### src/rtl/jt49_mix_pkg.sv
// Shared types, widths and the output saturation helper for the jt49 mixer.
package jt49_mix_pkg;

    localparam int unsigned SUMW  = 14;
    localparam int unsigned PRODW = 16;
    localparam int unsigned OUTW  = 16;
    localparam int unsigned GFRAC = 4;
    localparam int unsigned WIDEW = 18;

    typedef enum logic [2:0] {
        StIdle,
        StMulA,
        StMulB,
        StMulC,
        StDcrm,
        StOut
    } state_t;

    localparam logic signed [WIDEW-1:0] SAT_MAX = 18'sd32767;
    localparam logic signed [WIDEW-1:0] SAT_MIN = -18'sd32768;

    function automatic logic signed [OUTW-1:0] sat16(input logic signed [WIDEW-1:0] v);
        if (v > SAT_MAX) begin
            return 16'sh7fff;
        end else if (v < SAT_MIN) begin
            return 16'sh8000;
        end
        return v[OUTW-1:0];
    endfunction

endpackage

### src/rtl/jt49_dcrm.sv
// Leaky-integrator DC tracker: y = x - dc, and dc moves 1/2^DCW of the way towards x on step.
module jt49_dcrm
    import jt49_mix_pkg::*;
#(
    parameter int unsigned DCW = 8
) (
    input  logic                   clk,
    input  logic                   rst_n,
    input  logic                   step,
    input  logic [SUMW-1:0]        x,
    output logic signed [SUMW:0]   y
);

    localparam int unsigned FW = SUMW + DCW + 2;

    logic signed [FW-1:0]   dc_full;
    logic signed [FW-1:0]   x_full;
    logic signed [FW-1:0]   delta;
    logic signed [SUMW:0]   dc;

    assign x_full = $signed({2'b00, x, {DCW{1'b0}}});
    assign delta  = (x_full - dc_full) >>> DCW;
    // dc_full never goes negative, so the integer slice is a valid signed value
    assign dc     = $signed(dc_full[SUMW+DCW:DCW]);
    assign y      = $signed({1'b0, x}) - dc;

    always_ff @(posedge clk or negedge rst_n) begin
        if (!rst_n) begin
            dc_full <= '0;
        end else if (step) begin
            dc_full <= dc_full + delta;
        end
    end

endmodule

### src/rtl/jt49_mixer.sv
// Three-channel gain/mix stage with a shared multiplier and optional DC removal
// (enabled by defining JT49_MIXER_DCRM_EN).
module jt49_mixer
    import jt49_mix_pkg::*;
#(
    parameter int unsigned DCW   = 8,
    parameter int unsigned OUTSH = 1
) (
    input  logic                   clk,
    input  logic                   rst_n,
    input  logic                   cen,
    input  logic [7:0]             A,
    input  logic [7:0]             B,
    input  logic [7:0]             C,
    input  logic [7:0]             gainA,
    input  logic [7:0]             gainB,
    input  logic [7:0]             gainC,
    output logic signed [OUTW-1:0] snd,
    output logic                   sample,
    output logic                   drop
);

    state_t                 state;
    logic [7:0]             a_h, b_h, c_h, ga_h, gb_h, gc_h;
    logic [7:0]             mul_a, mul_g;
    logic [PRODW-1:0]       prod;
    logic [SUMW-1:0]        term;
    logic [SUMW-1:0]        sum;
    logic signed [SUMW:0]   y;
    logic signed [WIDEW-1:0] y_sh;

    always_comb begin
        mul_a = a_h;
        mul_g = ga_h;
        case (state)
            StMulB:  begin mul_a = b_h; mul_g = gb_h; end
            StMulC:  begin mul_a = c_h; mul_g = gc_h; end
            default: ;
        endcase
    end

    assign prod = PRODW'(mul_a) * PRODW'(mul_g);
    assign term = SUMW'(prod >> GFRAC);
    assign y_sh = WIDEW'(y) <<< OUTSH;
    assign drop = cen && (state != StIdle);

`ifdef JT49_MIXER_DCRM_EN
    jt49_dcrm #(
        .DCW (DCW)
    ) u_dcrm (
        .clk   (clk),
        .rst_n (rst_n),
        .step  (state == StDcrm),
        .x     (sum),
        .y     (y)
    );
`else
    logic unused_dcw;
    assign unused_dcw = ^DCW;
    assign y          = $signed({1'b0, sum});
`endif

    always_ff @(posedge clk or negedge rst_n) begin
        if (!rst_n) begin
            state  <= StIdle;
            a_h    <= '0;
            b_h    <= '0;
            c_h    <= '0;
            ga_h   <= '0;
            gb_h   <= '0;
            gc_h   <= '0;
            sum    <= '0;
            snd    <= '0;
            sample <= 1'b0;
        end else begin
            sample <= 1'b0;
            case (state)
                StIdle: begin
                    if (cen) begin
                        a_h   <= A;
                        b_h   <= B;
                        c_h   <= C;
                        ga_h  <= gainA;
                        gb_h  <= gainB;
                        gc_h  <= gainC;
                        sum   <= '0;
                        state <= StMulA;
                    end
                end
                StMulA: begin sum <= sum + term; state <= StMulB; end
                StMulB: begin sum <= sum + term; state <= StMulC; end
                StMulC: begin sum <= sum + term; state <= StDcrm; end
                // Registered here so the pulse lands in the OUT cycle
                StDcrm: begin
                    snd    <= sat16(y_sh);
                    sample <= 1'b1;
                    state  <= StOut;
                end
                StOut:   state <= StIdle;
                default: state <= StIdle;
            endcase
        end
    end

endmodule
### config.mk
export PLATFORM = sky130hd
export DESIGN_NAME = jt49_mixer
export DESIGN_NICKNAME = d
export VERILOG_FILES = /design/src/rtl/jt49_mix_pkg.sv /design/src/rtl/jt49_dcrm.sv /design/src/rtl/jt49_mixer.sv
export SDC_FILE = /design/constraint.sdc
export NUM_CORES = 1
export LEC_CHECK = 0
export CAP_MARGIN = 5
export CORE_MARGIN = 4
export CORE_UTILIZATION = 52
export CTS_CLUSTER_SIZE = 25
export DETAILED_ROUTE_END_ITERATION = 7
export GPL_TIMING_DRIVEN = 1
export PLACE_DENSITY = 0.77
export SLEW_MARGIN = 20
export SYNTH_ARGS = -nofsm -noshare
export SYNTH_HDL_FRONTEND = slang
export SYNTH_SLANG_ARGS = --single-unit
export TNS_END_PERCENT = 30
### constraint.sdc
create_clock -name clk -period 6.1 [get_ports clk]
set_input_delay 1.22 -clock clk [delete_from_list [all_inputs] [get_ports clk]]
set_output_delay 1.22 -clock clk [all_outputs]
set_load 0.03 [all_outputs]
=== Word-level counts from Yosys, hierarchy flattened ===
Index checks and enable logic that the tools add are counted.

* Flip-flop bits (word level): 82
* Output and inout bits: 18

* Add/sub/neg operators: 1
* $mul: 1
* Order comparisons: 2
* Equality and inequality tests: 5
* Mux-type cells: 13
* Reduce and logical (&&, ||, !) cells: 7

{| class="wikitable"
|+ Operators by type and width
! kind !! count
|-
| $mux 16 || 3
|-
| $pmux 8 s2 || 2
|-
| $pmux 14 s2 || 1
|-
| $lt 16x16->1 const B || 1
|-
| $mul 8x8->16 || 1
|-
| $gt 15x15->1 const B || 1
|-
| $pmux 3 s5 || 1
|-
| $add 14x12->14 || 1
|-
| $mux 14 || 1
|-
| $eq 3x2->1 const B || 2
|-
| $mux 1 || 4
|-
| $reduce_and 2->1 || 2
|-
| $eq 3x1->1 const B || 1
|-
| $eq 3x3->1 const B || 1
|-
| $logic_not 3->1 || 1
|-
| $mux 3 || 1
|-
| $reduce_bool 3->1 || 1
|-
| $reduce_or 3->1 || 1
|-
| $ne 2x2->1 const B || 1
|-
| $reduce_bool 2->1 || 1
|-
| $logic_and 1x1->1 || 1
|}

=== Logic depth before layout (Yosys ltp) ===
* Word-level depth: 5
* Gate-level depth with buffers: 29
* Gate-level depth less buffers: 26

=== Worst setup path before layout ===
Ideal clock, no wire load.

* Path type: register to register
* Start: register state[2]
* End: register sum[12]
* Setup time: 0.079 ns
* Arrival: 6.233 ns
* Required time: 6.021 ns
* Path slack: -0.212 ns
* Cell stages (with the launch flop): 29
* Cells stage by stage: dfrtp_1 buf_2 or2b_1 clkbuf_1 clkbuf_1 nor2_1 a21oi_1 or2_2 fa_1 fa_1 inv_1 fa_1 inv_1 fa_1 inv_1 ha_1 a21oi_1 o21ai_0 o221ai_1 nand2b_1 a211oi_1 nor2_1 ha_1 a21oi_1 o21bai_1 a21oi_1 nor2_1 a31oi_1 mux2i_1

* Cells in the longest elaborated chain, start to end: 5

{| class="wikitable"
|+ Ends and longest elaborated chain
! item !! line !! RTL
|-
| from (decl) || jt49_mixer.sv:23 || <nowiki>state_t state;</nowiki>
|-
| from (signal assigned) || jt49_mixer.sv:65 || <nowiki>state <= StIdle;</nowiki>
|-
| from (signal assigned) || jt49_mixer.sv:87 || <nowiki>state <= StMulA;</nowiki>
|-
| from (signal assigned) || jt49_mixer.sv:90 || <nowiki>StMulA: begin sum <= sum + term; state <= StMulB; end</nowiki>
|-
| $eq 3x2->1 || jt49_mixer.sv:35, jt49_mixer.sv:77 ||
|-
| $pmux 8 s2 || jt49_mixer.sv:35 || <nowiki>case (state)</nowiki>
|-
| $mul 8x8->16 || jt49_mixer.sv:42 || <nowiki>assign prod = PRODW'(mul_a) * PRODW'(mul_g);</nowiki>
|-
| $add 14x12->14 || jt49_mixer.sv:90, jt49_mixer.sv:91, jt49_mixer.sv:92 ||
|-
| $pmux 14 s2 || jt49_mixer.sv:77 || <nowiki>case (state)</nowiki>
|-
| to (signal assigned) || jt49_mixer.sv:90 ||
|-
| to (signal assigned) || jt49_mixer.sv:91 || <nowiki>StMulB: begin sum <= sum + term; state <= StMulC; end</nowiki>
|-
| to (signal assigned) || jt49_mixer.sv:92 || <nowiki>StMulC: begin sum <= sum + term; state <= StDcrm; end</nowiki>
|-
| to (decl) || jt49_mixer.sv:28 || <nowiki>logic [SUMW-1:0] sum;</nowiki>
|}

Several ways; a longest one is shown, not always the timed one.
A chain may end at the register's enable or synchronous reset.

=== Final worst setup path ===
Ends and elaborated chain as after synthesis.

==> run_summary.xml <==
<?xml version="1.0" encoding="UTF-8"?>
<metrics>
  <group name="status">
    <metric name="status" unit="">complete, but fails checks</metric>
    <metric name="failing_checks" unit="">negative setup slack</metric>
  </group>
  <group name="clocking">
    <metric name="cts_buffers" unit="">9</metric>
    <metric name="cts.reportedPaths.clkPinSlew" unit="ps">60</metric>
    <metric name="worstSkewPairLatency" unit="ps">340</metric>
    <metric name="cts_hold_repair.buffers" unit="">0</metric>
    <metric name="clock_sink_count" unit="">80</metric>
    <metric name="cts_buffer_depth" unit="">2</metric>
    <metric name="root_buffer" unit="">sky130_fd_sc_hd__clkbuf_16</metric>
    <metric name="tritoncts_clock_tree" unit="">built</metric>
    <metric name="cts-htree-levels" unit="">3</metric>
  </group>
  <group name="yosys">
    <metric name="syn_area" unit="um^2">6000</metric>
    <metric name="synth_top_area_share" unit="">0.334</metric>
    <metric name="synthTopCellsByArea" unit="">sky130_fd_sc_hd__dfrtp_1 (33%), sky130_fd_sc_hd__fa_1 (12%), sky130_fd_sc_hd__nand2_1 (10%)</metric>
    <metric name="yosys.cell_types.count" unit="">53</metric>
    <metric name="synth.ff_latch_count" unit="">80</metric>
    <metric name="synthMostInstantiatedCell" unit="">sky130_fd_sc_hd__nand2_1</metric>
    <metric name="post-synth-top-area-cell" unit="">sky130_fd_sc_hd__dfrtp_1</metric>
    <metric name="async_reset_ff_frac" unit="">1.00</metric>
    <metric name="post_syn_area_per_cell" unit="um^2">8.76</metric>
    <metric name="synth_edf_count" unit="">0</metric>
    <metric name="synthesis.instances" unit="">685</metric>
    <metric name="ys_warn_count" unit="">0</metric>
    <metric name="yosysSeqAreaShare" unit="">0.334</metric>
    <metric name="yosys-top-cells-count" unit="">sky130_fd_sc_hd__nand2_1 (163), sky130_fd_sc_hd__dfrtp_1 (80), sky130_fd_sc_hd__nor2_1 (79), sky130_fd_sc_hd__inv_1 (58), sky130_fd_sc_hd__ha_1 (46)</metric>
    <metric name="ys_dominant_reg_cell" unit="">sky130_fd_sc_hd__dfrtp_1</metric>
  </group>
  <group name="sta">
    <metric name="max-slew-margin-rel" unit="">0.513</metric>
    <metric name="worst-slew-pin-transition" unit="ps">731</metric>
    <metric name="grt_setup_unrepaired" unit="">true</metric>
    <metric name="timing.fmax" unit="MHz">163</metric>
    <metric name="setup_viol" unit="">3</metric>
    <metric name="drv_slew" unit="">0</metric>
    <metric name="final_hold_violation_count" unit="">0</metric>
    <metric name="final.setup.worst_slack" unit="ps">-42.7</metric>
    <metric name="fin_hold_ws" unit="ps">476</metric>
    <metric name="post_route_fraction_of_the_period_consumed_by_the_critical_path" unit="">1.01</metric>
    <metric name="finClkSkew" unit="ps">5.03</metric>
    <metric name="timing.final.crit_period" unit="ps">6140</metric>
  </group>
  <group name="final_layout">
    <metric name="post_layout_nonfiller_instances" unit="">966</metric>
    <metric name="layout-drive-gt1-share" unit="">0.249</metric>
    <metric name="antenna_cells" unit="">0</metric>
    <metric name="finish.utilization" unit="">0.735</metric>
    <metric name="finish.net_count" unit="">955</metric>
    <metric name="areaGrowthSynthToFinish" unit="%">35.7</metric>
    <metric name="postLayoutCellArea" unit="um^2">8140</metric>
  </group>
  <group name="die">
    <metric name="floorplan.initialDensity" unit="">0.542</metric>
    <metric name="floorplan.die_area" unit="um^2">13300</metric>
    <metric name="die_height" unit="um">115</metric>
    <metric name="chipWidth" unit="um">115</metric>
    <metric name="floorplan.io_pins" unit="">69</metric>
    <metric name="rows" unit="">38</metric>
    <metric name="core_area" unit="um^2">11100</metric>
  </group>
  <group name="job">
    <metric name="cap_viol_max_count" unit="">0</metric>
  </group>
  <group name="global_route">
    <metric name="grt_use_total" unit="">0.233</metric>
    <metric name="global_route.overflow_total" unit="">0</metric>
    <metric name="grt_max_degree" unit="">81</metric>
    <metric name="number_of_global_route_vias_before_repair" unit="">5344</metric>
    <metric name="grt_pass1_wl" unit="um">25000</metric>
    <metric name="grt_antenna_before_repair" unit="">0</metric>
  </group>
  <group name="detailed_routing">
    <metric name="drt-initial-drc-count" unit="">307</metric>
    <metric name="detailroute.via_count" unit="">5131</metric>
    <metric name="drc" unit="">0</metric>
    <metric name="dr.pass1.iters" unit="">5</metric>
    <metric name="detail_route.vias_per_cell" unit="">5.31</metric>
    <metric name="antenna_left" unit="">0</metric>
    <metric name="wl_per_cell" unit="um">15.7</metric>
    <metric name="routed_wirelength" unit="um">15200</metric>
  </group>
  <group name="worst_setup_path">
    <metric name="startpoint" unit="">state[2]</metric>
    <metric name="critical_path.startpoint_type" unit="">flop</metric>
    <metric name="setup.worst_path.end_class" unit="">flop</metric>
    <metric name="number_of_cell_instances_on_the_worst_register_to_register_path" unit="">25</metric>
    <metric name="worst-endpoint-required" unit="ps">6360</metric>
    <metric name="critical_path_arrival" unit="ps">6410</metric>
    <metric name="r2r_slack" unit="ps">-40</metric>
    <metric name="rr_startpoint" unit="">state[2]</metric>
    <metric name="setup.worst_path.class" unit="">reg2reg</metric>
    <metric name="timing.critical_path.fanout_max" unit="">7</metric>
    <metric name="regToRegEndpoint" unit="">sum[12]</metric>
  </group>
  <group name="placed_design">
    <metric name="gp_routability_congestion" unit="">0.907</metric>
    <metric name="hpwlAfterDp" unit="um">11100</metric>
    <metric name="dp_cells" unit="">929</metric>
    <metric name="port-buffer-count" unit="">66</metric>
    <metric name="detailed_place.area" unit="um^2">7260</metric>
  </group>
  <group name="worst_hold_path">
    <metric name="hold_end" unit="">gc_h[0]</metric>
    <metric name="worstHoldStart" unit="">gc_h[0]</metric>
    <metric name="timing.hold.worst.class" unit="">reg2reg</metric>
    <metric name="min_delay_path_depth" unit="">2</metric>
  </group>
</metrics>
## cell families after synthesis
family | after synthesis | share of synthesized area
AND/OR/NAND/NOR | 300 | 0.210
AO/OA/AOI/OAI | 85 | 0.0945
buffers and inverters | 85 | 0.0563
adder cells (fa/ha/maj) | 83 | 0.219
flip-flops | 80 | 0.334
multiplexers | 36 | 0.0642
XOR/XNOR | 15 | 0.0219
other | 1 | 0.000625
## worst max path at each step
stage,endpoint,slack [ps],cells past startpoint
final,sum[12],-40,25
after global routing,sum[12],-270,27
after CTS,sum[9],10,25
after detailed placement,sum[11],-330,22
after global placement,sum[11],-150,22
after floorplan,sum[11],-30,24
## stage by stage
| step | TNS, ps | worst slack (ps) |
|---|---|---|
| 2_1_floorplan | -58.4 | -32.2 |
| 3_3_place_gp | -490 | -151 |
| 3_5_place_dp | -1390 | -329 |
| 4_1_cts | 0 | 10.1 |
| 5_1_grt | -1150 | -266 |
| 6_report | -48.3 | -42.7 |
## final cells by class
cell class / count / area, um^2
repair buffers: 151 / 1370
flip-flops and latches: 80 / 2000
inverters: 58 / 218
fillers: 774 / 2940
clock inverters: 4 / 28.8
clock buffers: 12 / 246
multi-input cells: 521 / 4100
well taps: 140 / 175
## layout by cell type (no fill, tap or decap), types with 17 or more instances in the layout
master                            instances
sky130_fd_sc_hd__dfrtp_1                 79
sky130_fd_sc_hd__inv_1                   52
sky130_fd_sc_hd__fa_1                    36
sky130_fd_sc_hd__nand2_1                161
sky130_fd_sc_hd__nand3_1                 17
sky130_fd_sc_hd__mux2i_1                 17
sky130_fd_sc_hd__ha_1                    39
sky130_fd_sc_hd__buf_4                   77
sky130_fd_sc_hd__mux2_2                  17
sky130_fd_sc_hd__nor2_1                  62
sky130_fd_sc_hd__clkdlybuf4s50_1         65
## worst max-delay path, stage by stage, from the launching register on
cell and delay (ps):
sky130_fd_sc_hd__dfrtp_1 380, sky130_fd_sc_hd__or2b_4 290, sky130_fd_sc_hd__buf_12 150, sky130_fd_sc_hd__buf_4 140, sky130_fd_sc_hd__a21oi_4 290, sky130_fd_sc_hd__nor2_1 100, sky130_fd_sc_hd__fa_1 560, sky130_fd_sc_hd__fa_1 470
sky130_fd_sc_hd__fa_1 520, sky130_fd_sc_hd__inv_1 60, sky130_fd_sc_hd__fa_1 530, sky130_fd_sc_hd__inv_1 60, sky130_fd_sc_hd__ha_4 230, sky130_fd_sc_hd__o21a_1 180, sky130_fd_sc_hd__o21a_1 190, sky130_fd_sc_hd__o221ai_2 210
sky130_fd_sc_hd__nand2b_1 120, sky130_fd_sc_hd__a211oi_2 290, sky130_fd_sc_hd__nor2_2 100, sky130_fd_sc_hd__ha_1 330, sky130_fd_sc_hd__a21oi_2 160, sky130_fd_sc_hd__o21bai_1 90, sky130_fd_sc_hd__a21oi_1 130, sky130_fd_sc_hd__nor2_1 60
sky130_fd_sc_hd__a31oi_1 210, sky130_fd_sc_hd__mux2i_1 200
## sequential cells by signal, summed over array words and instances, names as in the netlist
name,flops
gc_h,8
snd,14
sum,14
gb_h,8
c_h,8
a_h,8
ga_h,8
b_h,8
sample,1
state,3
## routing by layer
metal / global-route usage / vias up / part of all wire
met1: 0.330 / 2493 / 0.46
met2: 0.377 / 114 / 0.49
met5: 0 / - / 0
met3: 0.0339 / 30 / 0.037
met4: 0.0681 / 0 / 0.016
li1: - / 2494 / -
## what timing repair did
item / 4_1_cts / 5_1_grt
setup endpoints to repair: 8 / 9
resized for setup: 41 / 58
cloned: 1 / 0
pin swaps: 23 / 47
setup buffers: 14 / 8
Power is not shown: default switching activity piles up to over one toggle a cycle in this logic, so the estimate is an artifact.
